[src/rtl/uart_tx_arb_pkg.sv]
// Shared state encoding, tag prefix and round-robin helper for the UART TX arbiter.
package uart_tx_arb_pkg;

    typedef enum logic [1:0] {
        IDLE      = 2'd0,
        ISSUE     = 2'd1,
        WAIT_ACK  = 2'd2,
        WAIT_DONE = 2'd3
    } arb_state_t;

    typedef logic [2:0] src_idx_t;

    localparam logic [3:0] TAG_PREFIX = 4'hA;

    function automatic src_idx_t rr_next(input src_idx_t idx, input int num_src);
        if (int'(idx) >= num_src - 1) return '0;
        return idx + 3'd1;
    endfunction

endpackage

[src/rtl/uart_tx_arbiter_rr_picker.sv]
// Round-robin picker: holds the priority pointer and selects the first valid
// source at or after it, wrapping modulo NUM_SRC.
module rr_picker
    import uart_tx_arb_pkg::*;
#(
    parameter int NUM_SRC = 2
) (
    input  logic               clk,
    input  logic               rst,
    input  logic [NUM_SRC-1:0] src_valid,
    input  logic               advance,
    input  src_idx_t           owner_idx,
    output logic [NUM_SRC-1:0] pick,
    output src_idx_t           pick_idx
);

    src_idx_t ptr;
    int       pos;
    logic     found;

    always_ff @(posedge clk or negedge rst) begin
        if (!rst) begin
            ptr <= '0;
        end else if (advance) begin
            ptr <= rr_next(owner_idx, NUM_SRC);
        end
    end

    always_comb begin
        pick     = '0;
        pick_idx = '0;
        found    = 1'b0;
        pos      = 0;
        for (int k = 0; k < NUM_SRC; k++) begin
            pos = int'(ptr) + k;
            if (pos >= NUM_SRC) pos = pos - NUM_SRC;
            for (int i = 0; i < NUM_SRC; i++) begin
                if (!found && pos == i && src_valid[i]) begin
                    found    = 1'b1;
                    pick[i]  = 1'b1;
                    pick_idx = src_idx_t'(i);
                end
            end
        end
    end

endmodule

[src/rtl/uart_tx_arbiter.sv]
// Packet-locked round-robin arbiter sharing one UART transmitter between sources.
// Define UART_TX_ARB_TAG_EN to prefix every granted packet with a source tag byte.
//
// state     | meaning
// IDLE      | no owner; grant the next valid source in round-robin order
// ISSUE     | owner holds the link; send its byte (or the tag) once UART is free
// WAIT_ACK  | byte strobed; waiting for is_transmitting to rise or ACK timeout
// WAIT_DONE | UART busy with the byte; waiting for it to finish
module uart_tx_arbiter
    import uart_tx_arb_pkg::*;
#(
    parameter int NUM_SRC     = 2,
    parameter int ACK_TIMEOUT = 4,
    parameter int PKT_TIMEOUT = 1024
) (
    input  logic                 clk,
    input  logic                 rst,
    input  logic [NUM_SRC-1:0]   src_valid,
    input  logic [8*NUM_SRC-1:0] src_data,
    input  logic [NUM_SRC-1:0]   src_last,
    output logic [NUM_SRC-1:0]   src_ack,
    input  logic                 is_transmitting,
    output logic [7:0]           tx_byte,
    output logic                 transmit,
    output logic [NUM_SRC-1:0]   grant,
    output logic                 pkt_abort
);

    localparam int ACK_W  = $clog2(ACK_TIMEOUT + 1);
    localparam int IDLE_W = $clog2(PKT_TIMEOUT + 1);
    localparam logic [ACK_W-1:0]  ACK_LAST  = ACK_W'(ACK_TIMEOUT - 1);
    localparam logic [IDLE_W-1:0] IDLE_LAST = IDLE_W'(PKT_TIMEOUT - 1);

    arb_state_t          state;
    src_idx_t            gidx;
    logic                last_q;
    logic [ACK_W-1:0]    ack_cnt;
    logic [IDLE_W-1:0]   idle_cnt;
    logic [NUM_SRC-1:0]  pick;
    src_idx_t            pick_idx;
    logic                owner_valid;
    logic                owner_last;
    logic [7:0]          owner_data;
    logic                byte_done;
    logic                abort_hit;
    logic                advance;
    logic                tag_busy;

`ifdef UART_TX_ARB_TAG_EN
    logic tag_pending;
    assign tag_busy = tag_pending;
`else
    assign tag_busy = 1'b0;
`endif

    assign owner_valid = |(src_valid & grant);
    assign owner_last  = |(src_last & grant);

    always_comb begin
        owner_data = '0;
        for (int i = 0; i < NUM_SRC; i++) begin
            if (grant[i]) owner_data = owner_data | src_data[8*i +: 8];
        end
    end

    // An ACK timeout is treated exactly like a completed byte.
    assign byte_done = !is_transmitting &&
                       ((state == WAIT_DONE) || (state == WAIT_ACK && ack_cnt == ACK_LAST));
    assign abort_hit = (state == ISSUE) && !tag_busy && !owner_valid && (idle_cnt == IDLE_LAST);
    assign advance   = (byte_done && last_q) || abort_hit;

    rr_picker #(.NUM_SRC(NUM_SRC)) u_picker (
        .clk       (clk),
        .rst       (rst),
        .src_valid (src_valid),
        .advance   (advance),
        .owner_idx (gidx),
        .pick      (pick),
        .pick_idx  (pick_idx)
    );

    always_ff @(posedge clk or negedge rst) begin
        if (!rst) begin
            state     <= IDLE;
            gidx      <= '0;
            last_q    <= 1'b0;
            ack_cnt   <= '0;
            idle_cnt  <= '0;
            tx_byte   <= '0;
            transmit  <= 1'b0;
            src_ack   <= '0;
            grant     <= '0;
            pkt_abort <= 1'b0;
`ifdef UART_TX_ARB_TAG_EN
            tag_pending <= 1'b0;
`endif
        end else begin
            transmit  <= 1'b0;
            src_ack   <= '0;
            pkt_abort <= 1'b0;
            case (state)
                IDLE: begin
                    if (|src_valid) begin
                        grant    <= pick;
                        gidx     <= pick_idx;
                        idle_cnt <= '0;
                        state    <= ISSUE;
`ifdef UART_TX_ARB_TAG_EN
                        tag_pending <= 1'b1;
`endif
                    end
                end
                ISSUE: begin
`ifdef UART_TX_ARB_TAG_EN
                    if (tag_pending) begin
                        if (!is_transmitting) begin
                            tx_byte     <= {TAG_PREFIX, 1'b0, gidx};
                            transmit    <= 1'b1;
                            last_q      <= 1'b0;
                            tag_pending <= 1'b0;
                            ack_cnt     <= '0;
                            state       <= WAIT_ACK;
                        end
                    end else
`endif
                    if (abort_hit) begin
                        pkt_abort <= 1'b1;
                        grant     <= '0;
                        idle_cnt  <= '0;
                        state     <= IDLE;
                    end else if (!owner_valid) begin
                        idle_cnt <= idle_cnt + IDLE_W'(1);
                    end else if (!is_transmitting) begin
                        tx_byte  <= owner_data;
                        transmit <= 1'b1;
                        src_ack  <= grant;
                        last_q   <= owner_last;
                        idle_cnt <= '0;
                        ack_cnt  <= '0;
                        state    <= WAIT_ACK;
                    end
                end
                WAIT_ACK, WAIT_DONE: begin
                    if (byte_done) begin
                        if (last_q) begin
                            grant <= '0;
                            state <= IDLE;
                        end else begin
                            state <= ISSUE;
                        end
                    end else if (state == WAIT_ACK) begin
                        if (is_transmitting) state <= WAIT_DONE;
                        else                 ack_cnt <= ack_cnt + ACK_W'(1);
                    end
                end
                default: state <= IDLE;
            endcase
        end
    end

endmodule

[config.mk]
export PLATFORM = sky130hd
export DESIGN_NAME = uart_tx_arbiter
export DESIGN_NICKNAME = d
export VERILOG_FILES = /design/src/rtl/uart_tx_arb_pkg.sv /design/src/rtl/uart_tx_arbiter_rr_picker.sv /design/src/rtl/uart_tx_arbiter.sv
export SDC_FILE = /design/constraint.sdc
export NUM_CORES = 1
export LEC_CHECK = 0
export ABC_AREA = 0
export CELL_PAD_IN_SITES_DETAIL_PLACEMENT = 0
export CELL_PAD_IN_SITES_GLOBAL_PLACEMENT = 1
export CORE_UTILIZATION = 30
export CTS_CLUSTER_DIAMETER = 150
export DETAILED_ROUTE_END_ITERATION = 16
export PLACE_DENSITY = 0.73
export SYNTH_ARGS = -nofsm -noshare
export SYNTH_HDL_FRONTEND = slang
export SYNTH_SLANG_ARGS = --single-unit
[constraint.sdc]
create_clock -name clk -period 5.5 [get_ports clk]
set_clock_uncertainty 0.05 [all_clocks]
set_input_delay 1.65 -clock clk [delete_from_list [all_inputs] [get_ports clk]]
set_output_delay 1.65 -clock clk [all_outputs]
set_load 0.1 [all_outputs]
; ---- Yosys cells after proc, flatten, opt, wreduce, memory -nomap -nowiden
; Cells that the tools add are included.
[word_totals]
ff_bits = 37
[classes]
magnitude_cmp = 3
n_reduce_logical = 34
add_sub_neg = 6
n_eq_ne = 22
n_bitwise = 5
muxes = 53
[op_table]
columns = cell, n
row1 = equality test 32 x 2 -> 1 bit (second input constant), 2
row2 = logical NOT 32 bit, 2
row3 = two-way mux 32 bit, 2
row4 = two-way mux 11 bit, 4
row5 = greater-or-equal comparator 32 x 3 -> 1 bit (second input constant), 1
row6 = subtractor 32 x 3 -> 32 bit (second input constant), 1
row7 = two-way mux 2 bit, 15
row8 = two-way mux 3 bit, 8
row9 = one-hot mux 11 bit (2 select lines), 1
row10 = != test 2 bit (second input constant), 10
row11 = two-way mux 1 bit, 18
row12 = two-way mux 8 bit, 2
row13 = logical AND 1 bit, 12
row14 = != test 3 bit (second input constant), 4
row15 = one-hot mux 2 bit (3 select lines), 2
row16 = adder 11 x 1 -> 11 bit (second input constant), 1
row17 = equality test 11 x 10 -> 1 bit (second input constant), 1
row18 = bitwise OR 8 bit, 1
row19 = AND reduction 4 bit, 2
row20 = OR reduction 2 bit, 4
row21 = AND reduction 7 bit, 1
row22 = adder 3 x 1 -> 3 bit (second input constant), 2
row23 = one-hot mux 3 bit (2 select lines), 1
row24 = logical NOT 1 bit, 5
row25 = other kinds (16), 21

; ---- Longest topological paths before layout
[depth]
word_depth = 19
mapped_depth = 9

; ---- Modules after synthesis
; From an unflattened synthesis, not the netlist that was laid out.
[unflattened]
hier_cells = 231
area_unflattened_um2 = 2317.2
[by_module_without_submodules]
columns = module, area_per_inst_um2, n_inst, cells_per_inst, seq_area_each_um2
row1 = uart_tx_arbiter, 1858.0, 1, 185, 850.8
row2 = rr_picker, 459.2, 1, 46, 75.1

; ---- Least setup slack after synthesis
; No wires, ideal clock.
[synth_timing]
path_type = input -> register
from = in is_transmitting
to = reg state[0]
path_buffers = 1
path_slack_ns = 2.465
cell_stages = 5
t_arrival_ns = 2.860
path_cell_list = buf_6 > or4b_2 > o21ai_0 > a211oi_2 > mux2_2
[synth_via]
elab_chain_cells = 4
elab_cells_between_ends = 8
classes_between = eq/ne: 3 / mux: 2 / reduce/logical: 3
[synth_rtl]
columns = item, line_no
row1 = start: declaration, uart_tx_arbiter.sv:22  ; input logic is_transmitting,
row2 = logical NOT 1 bit, n/a
row3 = logical AND 1 bit, uart_tx_arbiter.sv:67  ; assign byte_done = !is_transmitting &&
row4 = != test 3 bit (no source line) or two-way mux 2 bit (tied branches), n/a
row5 = AND reduction 5 bit (no source line) or one-hot mux 2 bit (3 select lines) (tied branches), n/a
row6 = end signal: assignment, uart_tx_arbiter.sv:84  ; state <= IDLE;
row7 = end signal: assignment, uart_tx_arbiter.sv:107  ; state <= ISSUE;
row8 = end signal: assignment, uart_tx_arbiter.sv:130  ; state <= IDLE;
row9 = end: declaration, uart_tx_arbiter.sv:34  ; arb_state_t state;
; Parallel ways exist; a longest one is shown, timed or not.
; A chain may end at the register's enable or synchronous reset.

; ---- Worst setup path after layout
[layout_timing]
from = reg grant[1]
to = out grant[1]
[layout_lines]
columns = item, line_no
row1 = start: declaration, uart_tx_arbiter.sv:25  ; output logic [NUM_SRC-1:0] grant,
row2 = start signal: assignment, uart_tx_arbiter.sv:104  ; grant <= pick;
; No word-level cell between the ends.

==> summary by stage <==
Detailed routing
The routed length per placed instance is 14.2 um. The initial detailed-routing violation count is about 110. In the routed layout, each cell is associated on average with a via count of 5.23. For this run, design rule violations remaining after detail routing come to 0.

The routed design has roughly 4.1 mm of wire. The routed via count is 1522. The first-pass detailed-route iteration total is 4. The count of nets left with antenna violations after detail routing is 0.

Critical path
The worst path arrival time is about 2.1 ns. The cell type group with the largest total delay on the critical path is buffers and inverters. The end of the worst register-to-register path is idle_cnt[9]$_DFFE_PN0P_. For the worst setup path, the data required time is 3.80 ns.

The delay contributed by the slowest stage of the critical path is between 1 and 1.5 ns. STA classifies the critical path startpoint as a flop. The register-to-register path setup slack is between 3 and 4 ns.

The nature of the critical path endpoint is an output pin. In this run the worst path has a maximum fanout of 14. The worst path buffer plus inverter count is 1.

The worst setup path is of the reg2out kind. For this design, the slowest cell found on the critical path is clkdlybuf4s50_1. The critical path goes through clkdlybuf4s50_1. In this run the critical register-to-register path is launched from idle_cnt[0]$_DFFE_PN0P_. Measured in cells, the most critical reg-to-reg path has a length of 5.

STA
The total count of hold-check failures in the final report is 0. The clock period could shrink to 3.83 ns. Static timing analysis puts the maximum clock frequency at 0.261 GHz. Setup repair after global routing left no endpoint under its margin.

The worst hold margin is 0.408 ns. For the pin with the worst max-slew slack, the measured transition is ~1.0 ns. The period utilization is 0.696. After layout, the worst setup slack is 1.67 ns. The aggregate negative setup slack is 0 ns. The normalized max-slew margin is 0.304.

The number of max-slew violations in the final report came to 0. The number of setup violations in the final report is 0.

Worst hold path
In this run the most critical hold path is launched from gidx[0]$_DFFE_PN0P_. The endpoint of the worst hold-timing path is u_picker.ptr[0]$_DFFE_PN0P_. Along the worst hold path, the cell count comes to 1. The path class of the tightest hold or removal check is reg2reg.

CTS
The number of setup buffers added after CTS is 0. The tree is rooted in a clkbuf_8. The clock passes through at most 2 buffers. The clock sink count is 33. The number of buffers created by CTS is 5.

In this run, post-CTS hold repair placed 0 buffers. The source-to-sink clock delay at the later pin of the worst-skew pair is 0.28 ns. Clock-pin slew was measured on the worst setup and hold paths at ~0.06 ns. TritonCTS built the clock tree. The number of H-tree branching levels is 2. The post-CTS resize count is 0.

Die
The width of the chip is about 80 um. The floorplan step set the die height to 79.4 um. The count of pins on the block boundary is 37. The initial core utilization is 0.319. The die covers between 0.006 and 0.007 mm^2. The floorplan row count is 27. The placeable core region is approximately 0.0056 mm^2.

Yosys
Of all flip-flops after synthesis, the portion carrying an async set or reset was 1.00. The largest total area in the synthesized netlist belongs to dfrtp_1. The synthesized area per cell is roughly 9.9 um^2.

The commonest cells after synthesis are dfrtp_1 (33), nand2_1 (19), o21ai_0 (15). The synthesized design contains 0 enable-type register cells. In the post-synthesis netlist, the biggest area contributors are dfrtp_1 (46%), ha_1 (5.6%), o21ai_0 (4.2%), nand2_1 (4.0%), a22oi_1 (3.8%).

The primary flip-flop cell chosen by synthesis mapping is dfrtp_1. Counting every net in the synthesized netlist gives ~210. Synthesis handed over a netlist of ~180 instances. The portion of the post-synthesis area used by sequential elements is 0.459. Of the post-synthesis cell area, the dominant cell type holds 0.459. For this run, the number of Yosys warnings is 0. The total standard cell area after synthesis is roughly 0.0018 mm^2. The register bit count reported by yosys is 33.

Yosys mapped the design onto 45 distinct sky130hd cell types. The most common cell in the netlist is dfrtp_1.

Final layout
At the end of the flow the core is filled with cells to 0.408. The finished layout holds just under 300 standard cells, fillers aside. 0 antenna diodes ended up in the layout.

The layout overhead on the synthesized area is 27.9%. The final layout contains 250 nets. The fraction of final layout cells sized beyond drive strength 1 is 0.0959.

Summing all non-filler instances in the final layout gives an area of about 0.0023 mm^2. The filler cells instantiated in the layout total approximately 570.

Flow run
The number of maximum-capacitance violations is 0.

Placed design
The cell total after placement is 284. During placement, the flow inserted port buffers numbering 36. The weighted congestion reported at the end of routability-driven placement is ~0.76.

Before CTS, the worst setup slack after placement is between 1.5 and 2 ns. The half-perimeter wire length of the detailed placement result is between 2 and 3 mm. The cell area after placement is roughly 0.0022 mm^2.

Power and ir drop
In this run the static leakage power is between 0.9 and 1 nW. The worst-case IR drop observed on VDD is between 0.2 and 0.3 mV. Power comes to 1.26 mW. For this design the ratio of total power to cell area is 548 mW/mm^2.

Global route
The total global routing overflow is 0. The first-pass GRT wire length is 7.00 mm. The global-route total usage across every layer is 0.144. The largest net degree at the start of global routing is 34. The number of global-route vias before repair was 1439.

The initial antenna violation count is 0.

Run status
The run finished with clean final reports.
-- how the worst max path moves through the flow --
stage                               from                 endpoint  slack, ns  cells after the start
finish              grant[1]$_DFFE_PN0P_                 grant[1]       1.67                      1
floorplan                is_transmitting     state[0]$_DFFE_PN0P_       2.47                      5
CTS                 grant[1]$_DFFE_PN0P_                 grant[1]       1.65                      1
global placement            src_valid[0]  idle_cnt[9]$_DFFE_PN0P_       1.76                      5
global route        grant[1]$_DFFE_PN0P_                 grant[1]       1.57                      1
detailed placement          src_valid[0]  idle_cnt[9]$_DFFE_PN0P_       1.73                      5
-- per-layer routing --
metal	global-route usage	wire length [um]
met1	0.199	1980
met2	0.221	1980
met3	0.0377	112
met4	0.0436	40
met5	0	0
-- cells by family (layout without fill, tap and decap cells) --
logic type | after synthesis | after routing | share of synthesized area
muxes | 8 | 8 | 0.0487
AOI/OAI and AO/OA | 57 | 57 | 0.220
and+or+nand+nor | 60 | 60 | 0.174
DFF | 33 | 33 | 0.459
adders and majority gates | 8 | 8 | 0.0557
buffers and inverters | 16 | 53 | 0.0424
-- registers in the layout, indices dropped and copies added (netlist names), 2 cells and up --
| register | cells |
|---|---|
| tx_byte | 8 |
| state | 2 |
| idle_cnt | 11 |
| src_ack | 2 |
| grant | 2 |
| ack_cnt | 3 |
-- cell usage in the layout, fill, tap and decap left out, types with 3 or more instances in the layout --
cell type | Yosys | final
a21oi_1 | 9 | 9
a22o_1 | 3 | 3
a22oi_1 | 9 | 9
a31oi_1 | 3 | 3
and3_1 | 3 | 3
clkbuf_8 | 0 | 6
clkdlybuf4s50_1 | 0 | 36
dfrtp_1 | 33 | 33
ha_1 | 8 | 8
inv_1 | 9 | 9
mux2_2 | 6 | 6
nand2_1 | 19 | 19
nand3_1 | 3 | 3
nor2_1 | 8 | 8
nor3_1 | 7 | 7
o21ai_0 | 15 | 15
-- cell type report --
type	count	area, um^2	share of cell area
Multi-Input combinational cell	133	896	0.390
Sequential cell	33	826	0.359
Timing Repair Buffer	37	368	0.160
Tap cell	72	90.1	0.0392
Clock buffer	7	86.3	0.0375
Inverter	9	33.8	0.0147
-- report_power, final --
| part | switching, mW | internal [mW] | total (mW) |
|---|---|---|---|
| combinational | 0.471 | 0.229 | 0.700 |
| sequential | 0.0691 | 0.309 | 0.379 |
| clock | 0.0825 | 0.0992 | 0.182 |
| total | 0.623 | 0.638 | 1.26 |
Note: power is estimated with default switching activity, not from simulation.
